<file path="config.mk">
export PLATFORM = sky130hd
export DESIGN_NAME = reduce_unit_seq
export DESIGN_NICKNAME = d
export VERILOG_FILES = /design/src/rtl/reduce_unit_seq.sv
export SDC_FILE = /design/constraint.sdc
export NUM_CORES = 1
export LEC_CHECK = 0
export ABC_AREA = 0
export BUFFER_PORTS_ARGS = -buffer_cell sky130_fd_sc_hd__buf_4
export CORE_UTILIZATION = 40
export DETAILED_ROUTE_END_ITERATION = 10
export PLACE_DENSITY_LB_ADDON = 0.1
export SYNTH_ARGS = -nofsm -noshare
export SYNTH_HDL_FRONTEND = slang
export SYNTH_SLANG_ARGS = --single-unit
</file>
<file path="constraint.sdc">
create_clock -name clk -period 2.5 [get_ports clk]
set_input_delay 0.25 -clock clk [delete_from_list [all_inputs] [get_ports clk]]
set_output_delay 0.25 -clock clk [all_outputs]
set_load 0.01 [all_outputs]
</file>
<file path="src/rtl/reduce_unit_seq.sv">
// Multi-cycle AND/OR/XOR/NAND reduction, folding CHUNK bits per clock.
// Define REDUCE_CNT_EN to add the out_ones popcount port.
module reduce_unit_seq #(
   parameter int WIDTH = 16,
   parameter int CHUNK = 4
) (
   input  logic             clk,
   input  logic             rst_n,
   input  logic             in_valid,
   output logic             in_ready,
   input  logic [WIDTH-1:0] in_data,
   input  logic [1:0]       in_mode,
   output logic             out_valid,
   input  logic             out_ready,
   output logic             out_result
`ifdef REDUCE_CNT_EN
   ,
   output logic [$clog2(WIDTH+1)-1:0] out_ones
`endif
);

   localparam int NCHUNK = (WIDTH + CHUNK - 1) / CHUNK;
   localparam int PW     = NCHUNK * CHUNK;
   localparam int CW     = (NCHUNK > 1) ? $clog2(NCHUNK) : 1;
   localparam logic [CW-1:0] LAST = CW'(NCHUNK - 1);

   typedef enum logic [1:0] {
      IDLE = 2'd0,
      BUSY = 2'd1,
      DONE = 2'd2
   } state_e;

   state_e                         state_q, state_d;
   logic [NCHUNK-1:0][CHUNK-1:0]   data_q, data_d;
   logic [1:0]                     mode_q, mode_d;
   logic [CW-1:0]                  cnt_q, cnt_d;
   logic                           acc_q, acc_d;
   logic                           res_q, res_d;
   logic                           vld_q, vld_d;

   logic [CHUNK-1:0] chunk;
   logic             ident;
   logic [PW-1:0]    pad;
   logic             step;
   logic             fin;

`ifdef REDUCE_CNT_EN
   localparam int OW = $clog2(WIDTH + 1);
   localparam logic [PW-1:0] VMASK = {PW{1'b1}} >> (PW - WIDTH);

   logic [NCHUNK-1:0][CHUNK-1:0] vmask;
   logic [CHUNK-1:0]             mchunk;
   logic [OW-1:0]                csum;
   logic [OW-1:0]                ones_q, ones_d;

   assign vmask  = VMASK;
   assign mchunk = vmask[cnt_q];

   // Padding bits are masked off so they never count as ones.
   always_comb begin
      csum = '0;
      for (int j = 0; j < CHUNK; j++) begin
         csum = csum + OW'(chunk[j] & mchunk[j]);
      end
   end

   assign out_ones = ones_q;
`endif

   assign chunk = data_q[cnt_q];
   assign ident = ~(in_mode[1] ^ in_mode[0]);

   always_comb begin
      pad = {PW{ident}};
      pad[WIDTH-1:0] = in_data;
   end

   always_comb begin
      case (mode_q)
         2'b01:   step = acc_q | (|chunk);
         2'b10:   step = acc_q ^ (^chunk);
         default: step = acc_q & (&chunk);
      endcase
      fin = (mode_q == 2'b11) ? ~step : step;
   end

   always_comb begin
      state_d = state_q;
      data_d  = data_q;
      mode_d  = mode_q;
      cnt_d   = cnt_q;
      acc_d   = acc_q;
      res_d   = res_q;
      vld_d   = vld_q;
`ifdef REDUCE_CNT_EN
      ones_d  = ones_q;
`endif
      case (state_q)
         IDLE: begin
            if (in_valid) begin
               data_d  = pad;
               mode_d  = in_mode;
               acc_d   = ident;
               cnt_d   = '0;
`ifdef REDUCE_CNT_EN
               ones_d  = '0;
`endif
               state_d = BUSY;
            end
         end
         BUSY: begin
            acc_d = step;
`ifdef REDUCE_CNT_EN
            ones_d = ones_q + csum;
`endif
            if (cnt_q == LAST) begin
               cnt_d   = '0;
               res_d   = fin;
               vld_d   = 1'b1;
               state_d = DONE;
            end else begin
               cnt_d = cnt_q + CW'(1);
            end
         end
         DONE: begin
            if (out_ready) begin
               vld_d   = 1'b0;
               state_d = IDLE;
            end
         end
         default: state_d = IDLE;
      endcase
   end

   always_ff @(posedge clk or negedge rst_n) begin
      if (!rst_n) begin
         state_q <= IDLE;
         data_q  <= '0;
         mode_q  <= '0;
         cnt_q   <= '0;
         acc_q   <= 1'b0;
         res_q   <= 1'b0;
         vld_q   <= 1'b0;
`ifdef REDUCE_CNT_EN
         ones_q  <= '0;
`endif
      end else begin
         state_q <= state_d;
         data_q  <= data_d;
         mode_q  <= mode_d;
         cnt_q   <= cnt_d;
         acc_q   <= acc_d;
         res_q   <= res_d;
         vld_q   <= vld_d;
`ifdef REDUCE_CNT_EN
         ones_q  <= ones_d;
`endif
      end
   end

   assign in_ready   = (state_q == IDLE);
   assign out_valid  = vld_q;
   assign out_result = res_q;

endmodule

</file>
==> metrics <==
drt drc=0; post-route minimum period=2420 ps; cell row count=20; maximum fanout count along the critical path=4; die area=3430 µm²; setup slack after layout=84.2 ps; number of antenna violations at the first check in global routing=0; routed wire length per instance=13.0 µm; post-synthesis to final-layout area growth=24.4%; CTS Root Cell=clkbuf_4; cell type with the largest total area after synthesis=dfrtp_1; sequential share of the synthesized area=0.488; total clock sinks=25; worst hold-check path type=primary input to flip-flop; IO buf count=24; wire length of the first global-routing pass=3.66 mm; starting DRC count in detailed routing=23; Final Setup Violations=0; Final TNS setup=0 ps; Worst EP arrival=2630 ps; largest voltage drop on the vdd net=0.000503 V; per-cell via count in the routed design=4.96; number of failing hold endpoints at the final stage=0; global placer's final weighted congestion=0.726; vertical extent of the die=58.6 µm; number of nets in the synthesized netlist=130; number of flip-flops and latches in the synthesized netlist=25; total core area=3050 µm²; CP Data Required Time=2710 ps; clk_lat worst skew=310 ps; buffers from clock root to sink, at most=2; number of nets in the final layout=162; HPWL after DPL=1.75 mm; detailed-route wire length=2.27 mm; Place WS=20.3 ps; kind of critical path=flip-flop to flip-flop; Final Slew Violations=0; startpoint kind of the worst setup timing path=flip-flop; share of the synthesized area in the top cell type=0.488; number of library cell types mapped by synthesis=26; max frequency=0.414 GHz; per-instance average area after synthesis=12.8 µm²; gr usage total=0.144; number of I/O pins=25; post-synthesis instance total=100; final antenna-violating net count=0; Ant. Diodes=0; number of optimization iterations in the first detailed-route pass=4; top library cells by usage in the layout, fill and taps aside=30 x buf_4, 24 x dfrtp_1, 16 x mux2_2; cells taking the most area after synthesis=dfrtp_1 49%, mux2_2 14%, ha_1 7.8%; maximum level of the CTS H-tree=1; TritonCTS clock tree=done; clock-pin slew on the worst setup and hold paths=140 ps; Power Density=1300 nW/µm²; die width=58.6 µm; commonest non-fill, non-tap cell in the layout=buf_4; Max Cap Viol=0; initial standard-cell utilization of the core=0.420; via count of the first global-routing pass=808; slew of the pin with the lowest slew margin=330 ps; Post-Synthesis Cell Area=1280 µm²; kind of end point of the critical path=flip-flop; pin count of the biggest net entering global routing=26; Yosys warning total=0; Period Utilization, post-route=0.966; Remaining Overflow, GRT=0; Finished Core Util=0.522; P_leak=0.738 nW; worst max-slew margin expressed relative to the limit=0.780; status=complete, no violations; number of clock buffers inserted by TritonCTS=3; routed via count=868; fraction of final layout cells with drive strength greater than 1=0.443; clock skew after layout=9.22 ps
timing repair:
action | 4_1_cts | 5_1_grt
endpoints found under the hold margin | 25 | 0
hold buffers | 1 | 0
buffers inserted | 0 | 2
endpoints found under the setup margin | 1 | 2
gates resized for setup | 0 | 4
pin swaps | 1 | 1
registers in the layout (all words and copies together) (netlist names):
register and cells:
out_valid 1, data_q 16, state_q 2, cnt_q 2, acc_q 1, out_result 1
mode_q 2
worst max-delay path, stage by stage, from the launching register on:
cell and delay [ps]:
dfrtp_2 430, mux4_2 540, inv_2 100, ha_4 200, xor3_1 360, a221oi_2 300
buf_4 160, mux2i_1 160, nand2_1 60
final cells by class:
cell class / count / area [µm²]
clock buffer: 4 / 26.3
fill: 296 / 1460
inverter: 8 / 30.0
multi-input combinational: 63 / 621
sequential: 25 / 627
tap: 44 / 55.1
timing repair buffer: 31 / 235
path summary, 6_finish.rpt:
| path | to | cells after the start | slack (ps) | from |
|---|---|---|---|---|
| min in group asynchronous | state_q[1] | 2 | 350 | rst_n |
| max in group asynchronous | cnt_q[0] | 2 | 1880 | rst_n |
| setup / recovery | out_result | 8 | 80 | cnt_q[0] |
| hold reg to reg | data_q[6] | 1 | 520 | data_q[6] |
| setup reg to reg | out_result | 8 | 80 | cnt_q[0] |
| hold / removal | state_q[1] | 2 | 90 | out_ready |
where the power goes:
part	total [mW]	leakage (nW)	switching (mW)	internal [mW]
registers	0.762	0.300	0.156	0.606
logic	1.13	0.423	0.436	0.695
clock network	0.179	0.0150	0.117	0.0623
cell usage after synthesis (all sizes together):
cell,count
mux4,4
nor2,6
o31ai,1
nand3,1
inv,8
o21ai,3
xor3,1
xnor2,1
nor2b,2
clkbuf,2
a22o,2
and3,1
dfrtp,25
mux2i,2
a31oi,1
nand3b,2
buf,2
a22oi,1
ha,8
a221oi,1
a21oi,2
a211oi,1
and2,2
nand2,4
mux2,16
a221o,1
metrics by stage:
step	area [µm²]	hold slack, ps	power, mW	cells
after floorplan	1280	-45.6	1.54	100
after global placement	1530	172	1.79	168
after detailed placement	1530	177	1.83	168
after CTS	1570	70.6	2.01	173
after global routing	1590	79.4	2.27	175
final	1590	92.7	2.07	175
metal layers:
layer | GRT usage | vias to the layer above | wire length, µm
met4 | 0.0612 | 0 | 19
met2 | 0.248 | 16 | 1160
met3 | 0.0198 | 2 | 50
li1 | - | 419 | -
met5 | 0 | - | 0
met1 | 0.183 | 431 | 1040
logic make-up after synthesis:
kind of cell / count (synthesis) / share of synthesized area
XOR/XNOR: 2 / 0.0254
adder cells (fa/ha/maj): 8 / 0.0781
AND/OR/NAND/NOR: 18 / 0.0693
AO/OA/AOI/OAI: 13 / 0.0752
flip-flops: 25 / 0.488
multiplexers: 22 / 0.227
buffers and inverters: 12 / 0.0371
(Power assumes the default switching activity.)
